### src/rtl/ps2_host_tx_if.sv
// ps2_host_tx_if: groups the byte handshake, status strobes and PS/2 pad signals of the host transmitter.
// Latency: none, wires only.
// Backpressure: TX_READY from the transmitter gates TX_VALID; pads carry raw inputs and pull-low enables.
// Ports: master = system/pad side (drives TX_DATA, TX_VALID, PS2_*_IN), slave = transmitter.
`timescale 1ns/1ps
interface ps2_host_tx_if;
   logic [7:0] TX_DATA;
   logic       TX_VALID;
   logic       TX_READY;
   logic       TX_DONE;
   logic       TX_ERROR;
   logic       TX_BUSY;
   logic       PS2_CLK_IN;
   logic       PS2_DATA_IN;
   logic       PS2_CLK_OE;
   logic       PS2_DATA_OE;

   modport master (
      output TX_DATA, TX_VALID, PS2_CLK_IN, PS2_DATA_IN,
      input  TX_READY, TX_DONE, TX_ERROR, TX_BUSY, PS2_CLK_OE, PS2_DATA_OE
   );

   modport slave (
      input  TX_DATA, TX_VALID, PS2_CLK_IN, PS2_DATA_IN,
      output TX_READY, TX_DONE, TX_ERROR, TX_BUSY, PS2_CLK_OE, PS2_DATA_OE
   );
endinterface

### src/rtl/ps2_host_tx.sv
// ps2_host_tx: PS/2 host-to-device transmitter, sends one command byte over open-drain CLK/DATA.
// Latency: INHIBIT_CYCLES + 1 request cycles, then 11 device clocks; DONE/ERROR once the line idles or the timer expires.
// Backpressure: TX_READY drops the cycle after acceptance and returns the cycle after DONE/ERROR; TX_VALID is ignored meanwhile.
// Ports: CLK_25MHZ system clock; RESET_N async active-low; bus (ps2_host_tx_if.slave): TX_DATA/TX_VALID/TX_READY
//        byte handshake, TX_DONE/TX_ERROR 1-cycle result strobes, TX_BUSY, PS2_*_IN raw pads, PS2_*_OE pull-low enables.
`timescale 1ns/1ps
module ps2_host_tx #(
   parameter int unsigned INHIBIT_CYCLES = 2500,
   parameter int unsigned TIMEOUT_CYCLES = 375000,
   parameter int unsigned FILTER_LEN     = 8
) (
   input  logic         CLK_25MHZ,
   input  logic         RESET_N,
   ps2_host_tx_if.slave bus
);
   localparam int FW = $clog2(FILTER_LEN + 1);
   localparam int IW = $clog2(INHIBIT_CYCLES + 1);

   typedef enum logic [2:0] {IDLE, INHIBIT, REQ, SEND, ACK, WAIT_IDLE} state_t;

   logic          clk_s1, clk_s2, dat_s1, dat_s2;
   logic          clk_f, fall;
   logic [FW-1:0] flt_cnt;

   state_t        state;
   logic [IW-1:0] inh_cnt;
   logic [18:0]   timer;
   logic [3:0]    bit_cnt;
   logic [9:0]    shreg;
   logic          ok;
   logic          timed_out;
   logic          tx_ready, tx_done, tx_error, tx_busy, clk_oe, data_oe;

   // Synchronisers and clock glitch filter. Idle line level is high, so reset to 1.
   always_ff @(posedge CLK_25MHZ or negedge RESET_N) begin
      if (!RESET_N) begin
         clk_s1  <= 1'b1;
         clk_s2  <= 1'b1;
         dat_s1  <= 1'b1;
         dat_s2  <= 1'b1;
         clk_f   <= 1'b1;
         flt_cnt <= '0;
         fall    <= 1'b0;
      end else begin
         clk_s1 <= bus.PS2_CLK_IN;
         clk_s2 <= clk_s1;
         dat_s1 <= bus.PS2_DATA_IN;
         dat_s2 <= dat_s1;
         fall   <= 1'b0;
         if (clk_s2 == clk_f) begin
            flt_cnt <= '0;
         end else if (flt_cnt == FW'(FILTER_LEN - 1)) begin
            // FILTER_LEN consecutive differing samples: accept the new level.
            // The new level differs from clk_f, so clk_f==1 here means a falling edge.
            flt_cnt <= '0;
            clk_f   <= clk_s2;
            fall    <= clk_f;
         end else begin
            flt_cnt <= flt_cnt + 1'b1;
         end
      end
   end

   assign timed_out = (timer == 19'(TIMEOUT_CYCLES - 1));

   // Protocol FSM. All pad enables and status outputs are registered so reset clears them asynchronously.
   always_ff @(posedge CLK_25MHZ or negedge RESET_N) begin
      if (!RESET_N) begin
         state    <= IDLE;
         inh_cnt  <= '0;
         timer    <= '0;
         bit_cnt  <= '0;
         shreg    <= '0;
         ok       <= 1'b0;
         tx_ready <= 1'b1;
         tx_done  <= 1'b0;
         tx_error <= 1'b0;
         tx_busy  <= 1'b0;
         clk_oe   <= 1'b0;
         data_oe  <= 1'b0;
      end else begin
         tx_done  <= 1'b0;
         tx_error <= 1'b0;
         case (state)
            IDLE: begin
               // The first IDLE cycle after a transfer carries the DONE/ERROR pulse with READY still low,
               // so a held TX_VALID cannot be re-accepted until READY has visibly returned.
               tx_ready <= 1'b1;
               tx_busy  <= 1'b0;
               clk_oe   <= 1'b0;
               data_oe  <= 1'b0;
               if (bus.TX_VALID && tx_ready) begin
                  shreg    <= {1'b1, ~^bus.TX_DATA, bus.TX_DATA};
                  tx_ready <= 1'b0;
                  tx_busy  <= 1'b1;
                  clk_oe   <= 1'b1;
                  inh_cnt  <= '0;
                  state    <= INHIBIT;
               end
            end
            INHIBIT: begin
               // Clock held low alone for INHIBIT_CYCLES cycles; the start bit then joins it for one REQ cycle.
               if (inh_cnt == IW'(INHIBIT_CYCLES - 1)) begin
                  data_oe <= 1'b1;
                  state   <= REQ;
               end else begin
                  inh_cnt <= inh_cnt + 1'b1;
               end
            end
            REQ: begin
               clk_oe  <= 1'b0;
               timer   <= '0;
               bit_cnt <= '0;
               state   <= SEND;
            end
            SEND, ACK, WAIT_IDLE: begin
               timer <= fall ? '0 : timer + 1'b1;
               if (timed_out) begin
                  // Timeout wins over a coincident fall.
                  clk_oe   <= 1'b0;
                  data_oe  <= 1'b0;
                  tx_error <= 1'b1;
                  state    <= IDLE;
               end else if (state == SEND) begin
                  if (fall) begin
                     // Falls 1..10 present data LSB first, parity, then stop (release).
                     data_oe <= ~shreg[0];
                     shreg   <= {1'b0, shreg[9:1]};
                     bit_cnt <= bit_cnt + 1'b1;
                     if (bit_cnt == 4'd9) state <= ACK;
                  end
               end else if (state == ACK) begin
                  if (fall) begin
                     ok    <= ~dat_s2;
                     state <= WAIT_IDLE;
                  end
               end else if (clk_f && dat_s2) begin
                  tx_done  <= ok;
                  tx_error <= ~ok;
                  state    <= IDLE;
               end
            end
            default: state <= IDLE;
         endcase
      end
   end

   assign bus.TX_READY    = tx_ready;
   assign bus.TX_DONE     = tx_done;
   assign bus.TX_ERROR    = tx_error;
   assign bus.TX_BUSY     = tx_busy;
   assign bus.PS2_CLK_OE  = clk_oe;
   assign bus.PS2_DATA_OE = data_oe;
endmodule
### src/flat_wrapper.sv
// flat-port wrapper written by rule: the top's interface ports become plain ports
module ps2_host_tx_flat 
#(
   parameter int unsigned INHIBIT_CYCLES = 2500,
   parameter int unsigned TIMEOUT_CYCLES = 375000,
   parameter int unsigned FILTER_LEN     = 8
)
  (CLK_25MHZ, RESET_N, bus_TX_DATA, bus_TX_VALID, bus_PS2_CLK_IN, bus_PS2_DATA_IN, bus_TX_READY, bus_TX_DONE, bus_TX_ERROR, bus_TX_BUSY, bus_PS2_CLK_OE, bus_PS2_DATA_OE);
  ps2_host_tx_if bus_i ();
  input  logic CLK_25MHZ;
  input  logic RESET_N;
  input wire logic [$bits(bus_i.TX_DATA)-1:0] bus_TX_DATA;
  input wire logic [$bits(bus_i.TX_VALID)-1:0] bus_TX_VALID;
  input wire logic [$bits(bus_i.PS2_CLK_IN)-1:0] bus_PS2_CLK_IN;
  input wire logic [$bits(bus_i.PS2_DATA_IN)-1:0] bus_PS2_DATA_IN;
  output wire logic [$bits(bus_i.TX_READY)-1:0] bus_TX_READY;
  output wire logic [$bits(bus_i.TX_DONE)-1:0] bus_TX_DONE;
  output wire logic [$bits(bus_i.TX_ERROR)-1:0] bus_TX_ERROR;
  output wire logic [$bits(bus_i.TX_BUSY)-1:0] bus_TX_BUSY;
  output wire logic [$bits(bus_i.PS2_CLK_OE)-1:0] bus_PS2_CLK_OE;
  output wire logic [$bits(bus_i.PS2_DATA_OE)-1:0] bus_PS2_DATA_OE;
  assign bus_i.TX_DATA = bus_TX_DATA;
  assign bus_i.TX_VALID = bus_TX_VALID;
  assign bus_i.PS2_CLK_IN = bus_PS2_CLK_IN;
  assign bus_i.PS2_DATA_IN = bus_PS2_DATA_IN;
  assign bus_TX_READY = bus_i.TX_READY;
  assign bus_TX_DONE = bus_i.TX_DONE;
  assign bus_TX_ERROR = bus_i.TX_ERROR;
  assign bus_TX_BUSY = bus_i.TX_BUSY;
  assign bus_PS2_CLK_OE = bus_i.PS2_CLK_OE;
  assign bus_PS2_DATA_OE = bus_i.PS2_DATA_OE;
  ps2_host_tx #(.INHIBIT_CYCLES(INHIBIT_CYCLES), .TIMEOUT_CYCLES(TIMEOUT_CYCLES), .FILTER_LEN(FILTER_LEN)) u_core (.CLK_25MHZ(CLK_25MHZ), .RESET_N(RESET_N), .bus(bus_i));
endmodule
### config.mk
export PLATFORM = sky130hd
export DESIGN_NAME = ps2_host_tx_flat
export DESIGN_NICKNAME = d
export VERILOG_FILES = /design/src/rtl/ps2_host_tx_if.sv /design/src/rtl/ps2_host_tx.sv /design/src/flat_wrapper.sv
export SDC_FILE = /design/constraint.sdc
export NUM_CORES = 1
export LEC_CHECK = 0
export ABC_AREA = 1
export BUFFER_PORTS_ARGS = -buffer_cell sky130_fd_sc_hd__buf_2
export CAP_MARGIN = 10
export CORE_ASPECT_RATIO = 0.6
export CORE_UTILIZATION = 40
export CTS_BUF_LIST = sky130_fd_sc_hd__clkbuf_8 sky130_fd_sc_hd__clkbuf_16
export DETAILED_ROUTE_END_ITERATION = 8
export HOLD_SLACK_MARGIN = 0.03
export PLACE_DENSITY = 0.61
export SYNTH_ARGS = -nofsm -noshare
export SYNTH_HDL_FRONTEND = slang
export SYNTH_SLANG_ARGS = --single-unit
export TNS_END_PERCENT = 10
### constraint.sdc
create_clock -name CLK_25MHZ -period 1.93 [get_ports CLK_25MHZ]
set_input_delay 0.193 -clock CLK_25MHZ [delete_from_list [all_inputs] [get_ports CLK_25MHZ]]
set_output_delay 0.193 -clock CLK_25MHZ [all_outputs]
set_load 0.03 [all_outputs]
== Word level (Yosys, flattened, before mapping) ==
Cells that the tools add are included.

* Input bits: 13
* RAM bits: 0
* Word-level logic and storage cells: 117
* Memory bits (read-only): 0
* Latch bits: 0
* Memories: 0
* Output and inout port bits: 6
* Flip-flop bits (word level): 65

* Equality and inequality tests: 23
* $add $sub $neg: 4
* Mux-type cells: 47
* Shifts and indexed selects: 0
* Magnitude comparators: 0
* Bitwise logic cells: 6
* Reductions and logical operators: 18
* $mul: 0
* Div/mod/pow operators: 0

{| class="wikitable"
|+ Operators by type and width
! operator !! count
|-
| $mux 10 || 4
|-
| $pmux 19 s2 || 1
|-
| $mux 3 || 9
|-
| $mux 12 || 2
|-
| $pmux 12 s2 || 1
|-
| $mux 4 || 5
|-
| $pmux 10 s2 || 1
|-
| $add 19x1->19 const B || 1
|-
| $eq 19x19->1 const B || 1
|-
| $mux 1 || 19
|-
| $mux 19 || 1
|-
| $add 12x1->12 const B || 1
|-
| $eq 12x12->1 const B || 1
|-
| $pmux 3 s4 || 1
|-
| $ne 2x1->1 const B || 5
|-
| $reduce_and 5->1 || 2
|-
| $add 4x1->4 const B || 2
|-
| $ne 4x2->1 const B || 2
|-
| $pmux 4 s2 || 1
|-
| $reduce_and 4->1 || 2
|-
| $reduce_xnor 8->1 || 1
|-
| $eq 3x2->1 const B || 2
|-
| $eq 3x3->1 const B || 2
|-
| $ne 3x1->1 const B || 2
|-
| 17 further kinds || 29
|}

== Depth between registers and ports, before layout ==
* Word-level depth: 6
* Depth in mapped cells: 11
* Gate-level depth less buffers: 11

== Worst setup path before layout ==
No wires, ideal clock.

* Path type: flip-flop to flip-flop
* From: register u_core.state[1]
* To: register u_core.data_oe, in the netlist u_core.bus.PS2_DATA_OE
* Data required time: 1.804 ns
* Cell stages (with the launch flop): 10
* Path buffers: 1
* Period minus slack after synthesis: 1.618 ns
* Library setup time: 0.126 ns
* Slack: 0.312 ns
* Arrival time: 1.492 ns
* Cell sequence: dfrtp_1 -> inv_1 -> ha_1 -> inv_1 -> nand2_4 -> nand2_4 -> buf_6 -> nand2_1 -> a21oi_1 -> o21ai_0

* Cells in the longest elaborated chain, start to end: 4
* Elaborated cells on any way between the ends: 12
* Those cells by class: eq/ne: 7; mux: 1; reduce/logical: 4

{| class="wikitable"
|+ RTL lines
! what !! RTL line !! text
|-
| from (decl) || ps2_host_tx.sv:25 || <nowiki>state_t state;</nowiki>
|-
| from (signal assigned) || ps2_host_tx.sv:69 || <nowiki>state <= IDLE;</nowiki>
|-
| from (signal assigned) || ps2_host_tx.sv:98 || <nowiki>state <= INHIBIT;</nowiki>
|-
| from (signal assigned) || ps2_host_tx.sv:105 || <nowiki>state <= REQ;</nowiki>
|-
| $eq 3x3->1 / $eq 3x2->1 (equally long branches) || ps2_host_tx.sv:84, ps2_host_tx.sv:124 ||
|-
| $reduce_or 3->1 || ps2_host_tx.sv:84 || <nowiki>case (state)</nowiki>
|-
| $ne 3x1->1 (no line) / $reduce_bool 3->1 (equally long branches) || n/a ||
|-
| $reduce_and 4->1 (no line) || n/a ||
|-
| to (signal assigned) || ps2_host_tx.sv:127 || <nowiki>data_oe <= ~shreg[0];</nowiki>
|-
| to (decl) || ps2_host_tx.sv:32 || <nowiki>logic tx_ready, tx_done, tx_error, tx_busy, clk_oe, data_oe;</nowiki>
|}

Parallel ways exist; a longest one is shown, timed or not.
A chain may end at the register's enable or synchronous reset.

== Worst setup path after layout ==
* From: register u_core.state[2]
* To: register u_core.timer[15]

* Cells in the longest elaborated chain, start to end: 3
* Elaborated cells on any way between the ends: 7
* Those cells by class: eq/ne: 4; mux: 1; reduce/logical: 2

{| class="wikitable"
|+ RTL lines
! what !! RTL line !! text
|-
| $eq 3x3->1 / $eq 3x2->1 (equally long branches) || ps2_host_tx.sv:84 ||
|-
| $reduce_or 3->1 || ps2_host_tx.sv:84 ||
|-
| $pmux 19 s2 / $reduce_bool 2->1 (equally long branches) || n/a ||
|-
| to (signal assigned) || ps2_host_tx.sv:117 || <nowiki>timer <= fall ? '0 : timer + 1'b1;</nowiki>
|-
| to (decl) || ps2_host_tx.sv:27 || <nowiki>logic [18:0] timer;</nowiki>
|}

Parallel ways exist; a longest one is shown, timed or not.

==> run_results.csv <==
group,metric,value,unit
run_status,run_status,"complete, no violations",
pwr,vdd_drop_max,645,uV
global_routing,grt_first_pass_wirelength,15600,um
clock_network,cts_tree,"yes",
final_layout,final_layout_size_suffix_gt1_share,13.9,%
final_layout,multiInputGateArea,1950,sq um
placed_design,post-dp-hpwl,6560,um
routing,routed_via_density,5.10,
routing,routed_wire_length,9320,um
timing,final.setup.worst_slack,0.118,ns
synthesis,synth.yosys.warnings,0,
worst_hold_path,hold_path.class,"in -> reg",
timing,clock.fmax,552,MHz
setup_path,critPathArrivalTime,2.03,ns
timing,min_period,1.81,ns
clock_network,path_clk_slew,0.06,ns
final_layout,layout_commonest_cell,"sky130_fd_sc_hd__nand2_1",
clock_network,tritoncts_num_sinks,65,
floorplanning,die_x,129,um
clock_network,cts_max_level,3,
final_layout,post-route-util,48.5,%
final_layout,nets,556,
final_layout,area_delta_synth_final,15.8,%
worst_hold_path,min_delay_path_depth,4,
setup_path,r2r_end,"u_core.timer[15]$_DFFE_PN0P_",
final_layout,layoutNonFillerInstCount,669,
routing,drt_first_iter_violations,341,
timing,max_slew_margin,69.3,%
setup_path,max_stage_delay,0.47,ns
setup_path,worst_setup_path_start_kind,"flip-flop",
floorplanning,core_area,9290,sq um
global_routing,grt_overflow,0,
clock_network,cts_root_buf,"sky130_fd_sc_hd__clkbuf_16",
timing,final.period_utilization,93.9,%
placed_design,place_worst_setup_slack,0.116,ns
job,max-cap-violations,0,
setup_path,timing_worst_setup_path_type,"reg -> reg",
pwr,total_leakage_power,0.00195,uW
global_routing,vias_in_the_first_global_route,3183,
final_layout,most-common-layout-cells,"sky130_fd_sc_hd__nand2_1, sky130_fd_sc_hd__dfrtp_1, sky130_fd_sc_hd__nor2_1, sky130_fd_sc_hd__inv_1, sky130_fd_sc_hd__nand3_1",
synthesis,synth_enable_flop_cells,0,
synthesis,asyncSetResetFlopFracSynth,100,%
global_routing,grt_use_total,20.1,%
timing,transition_time_at_the_pin_with_the_least_slew_margin,0.456,ns
floorplanning,core.rowCount,27,
global_routing,antenna_found_initial,0,
routing,drt_pre_antenna_iters,5,
placed_design,routabilityCongestion,0.886,
worst_hold_path,holdCritStartpoint,"bus_TX_VALID",
floorplanning,floorplan.die_area,10100,sq um
floorplanning,initial_utilization,41.8,%
worst_hold_path,end_point_of_the_worst_hold_path,"u_core.bus.TX_READY$_DFFE_PN1P_",
final_layout,register_area,1630,sq um
synthesis,ys_types,36,
final_layout,antenna_cells_inserted,0,
clock_network,cts_buffer_depth,2,
synthesis,synth.cell_area,3890,sq um
synthesis,syn-instance-count,505,
floorplanning,chipHeight,78.4,um
timing,rsz0062_at_grt,"true",
routing,route.antenna.remaining_nets,0,
pwr,power.density,1330,nW/um^2
timing,hold_violations,0,
synthesis,ys_ff_latch,65,
timing,clock-skew-final,0.00853,ns
clock_network,cts_inserted_buffers,9,
timing,timing.final.setup_violations,0,
synthesis,synth-seq-area-share,42.0,%
clock_network,insertion_delay,0.33,ns
setup_path,timing.critical_path.required,2.14,ns
synthesis,syn-num-nets,527,
setup_path,critical_path.max_fanout,12,
setup_path,worst_r2r_path_depth,8,
routing,route.vias.total,3414,
global_routing,grt_max_degree,66,
setup_path,crit_chain,"ha_1 > inv_1 > nand2_4 > nand2_4 > clkinvlp_4 > buf_4 > nand3_1 > nand2_1",
setup_path,worst_r2r_startpoint,"u_core.state[2]$_DFFE_PN0P_",
final_layout,num-fill-cells,902,
placed_design,dpl.cell_count,648,
setup_path,cpMaxStageDelayCell,"sky130_fd_sc_hd__dfrtp_1",
setup_path,rrSetupSlack,0.12,ns
pwr,finalPower,6000,uW
synthesis,synth_area_per_cell,7.70,sq um
placed_design,port-buffer-count,18,
timing,slew_violations,0,
routing,drt-wirelength-per-cell,13.9,um
setup_path,crit_top_cell,"sky130_fd_sc_hd__nand2_4",
setup_path,timing.critical_path.to_type,"flip-flop",
synthesis,yosys_most_used_dff,"sky130_fd_sc_hd__dfrtp_1",
floorplanning,io_pins,19,
timing,timing.hold.ws,0.184,ns
routing,post-route-drc-count,0,
[synthesized netlist by cell type (2+ instances only)]
master | count | area [sq um]
sky130_fd_sc_hd__a21oi_1 | 12 | 60.1
sky130_fd_sc_hd__buf_2 | 3 | 15.0
sky130_fd_sc_hd__buf_4 | 4 | 30.0
sky130_fd_sc_hd__clkbuf_1 | 2 | 7.51
sky130_fd_sc_hd__dfrtp_1 | 59 | 1480
sky130_fd_sc_hd__dfstp_2 | 6 | 158
sky130_fd_sc_hd__ha_1 | 9 | 113
sky130_fd_sc_hd__inv_1 | 52 | 195
sky130_fd_sc_hd__inv_2 | 5 | 18.8
sky130_fd_sc_hd__mux2i_1 | 8 | 80.1
sky130_fd_sc_hd__nand2_1 | 120 | 450
sky130_fd_sc_hd__nand2_2 | 3 | 18.8
sky130_fd_sc_hd__nand2_4 | 5 | 56.3
sky130_fd_sc_hd__nand3_1 | 37 | 185
sky130_fd_sc_hd__nand3_2 | 3 | 30.0
sky130_fd_sc_hd__nand3b_1 | 3 | 22.5
sky130_fd_sc_hd__nand4_1 | 20 | 125
sky130_fd_sc_hd__nor2_1 | 55 | 206
sky130_fd_sc_hd__nor2_2 | 4 | 25.0
sky130_fd_sc_hd__nor3_1 | 15 | 75.1
sky130_fd_sc_hd__o21ai_0 | 27 | 135
sky130_fd_sc_hd__o21ai_1 | 16 | 80.1
sky130_fd_sc_hd__o22ai_1 | 6 | 37.5
sky130_fd_sc_hd__o31ai_1 | 2 | 15.0
sky130_fd_sc_hd__or2_2 | 3 | 18.8
sky130_fd_sc_hd__xnor2_1 | 6 | 52.6
sky130_fd_sc_hd__xor2_1 | 11 | 96.3
[stage by stage]
step | cell area (sq um) | TNS [ns]
after floorplan | 3890 | 0
after global placement | 4130 | 0
after detailed placement | 4130 | 0
after CTS | 4480 | 0
after global routing | 4500 | -0.00405
final | 4500 | 0
[critical path: cells and delay by family (launching register included)]
| kind | cells | cell delay, ns |
|---|---|---|
| buffers and inverters | 3 | 0.55 |
| DFF | 1 | 0.47 |
| and+or+nand+nor | 4 | 0.43 |
| adders and majority gates | 1 | 0.23 |
[timing repair]
item | CTS | global route
buffers inserted | 0 | 2
endpoints found under the hold margin | 61 | 0
endpoints found under the setup margin | 0 | 6
gates resized for setup | 0 | 2
hold buffers | 3 | 0
[state kept, by name, indices dropped and copies added, names as in the netlist]
name,cells
u_core.bit_cnt,4
u_core.bus.PS2_CLK_OE,1
u_core.dat_s2,1
u_core.bus.PS2_DATA_OE,1
u_core.fall,1
u_core.clk_s2,1
u_core.inh_cnt,12
u_core.bus.TX_BUSY,1
u_core.bus.TX_DONE,1
u_core.state,3
u_core.flt_cnt,4
u_core.ok,1
u_core.clk_s1,1
u_core.clk_f,1
u_core.timer,19
u_core.bus.TX_ERROR,1
u_core.bus.TX_READY,1
u_core.dat_s1,1
u_core.shreg,10
[metal layers]
layer  wire, um  GRT usage (%)
met1       4850           30.1
met2       3660           26.8
met3        757           7.16
met4         53           5.29
met5          0              0
[cell families (layout without fill, tap and decap cells)]
kind of cell | Yosys count | after routing | synth area share [%]
and+or+nand+nor | 272 | 272 | 32.5
xor gates and xnor gates | 17 | 17 | 3.83
AOI/OAI and AO/OA | 65 | 65 | 8.88
muxes | 8 | 8 | 2.06
DFF | 65 | 65 | 42.0
buffers and inverters | 69 | 103 | 7.76
adders and majority gates | 9 | 9 | 2.90
[where the power goes]
part | internal (uW) | switching, uW | total (uW) | leakage (uW)
Combinational | 791 | 1580 | 2380 | 0.000947
Clock | 1130 | 634 | 1760 | 0.000149
Sequential | 1650 | 207 | 1860 | 0.000857
[worst max path at each step]
stage | from | endpoint | depth (start not counted)
after global routing | u_core.inh_cnt[0]$_DFFE_PN0P_ | u_core.state[0]$_DFFE_PN0P_ | 8
final | u_core.state[2]$_DFFE_PN0P_ | u_core.timer[15]$_DFFE_PN0P_ | 8
after detailed placement | u_core.state[2]$_DFFE_PN0P_ | u_core.timer[13]$_DFFE_PN0P_ | 7
after CTS | u_core.state[2]$_DFFE_PN0P_ | u_core.timer[13]$_DFFE_PN0P_ | 7
after floorplan | u_core.state[1]$_DFFE_PN0P_ | u_core.bus.PS2_DATA_OE$_DFFE_PN0P_ | 9
after global placement | u_core.state[2]$_DFFE_PN0P_ | u_core.timer[13]$_DFFE_PN0P_ | 7
[final cells by class]
| type | instances | share of cell area [%] |
|---|---|---|
| sequential | 65 | 36.3 |
| multi-input combinational | 371 | 43.4 |
| tap | 130 | 3.61 |
| timing repair buffer | 29 | 4.56 |
| clock buffer | 9 | 5.00 |
| clock inverter | 7 | 2.11 |
| inverter | 58 | 5.03 |
Power figures use the tool's default switching activity.
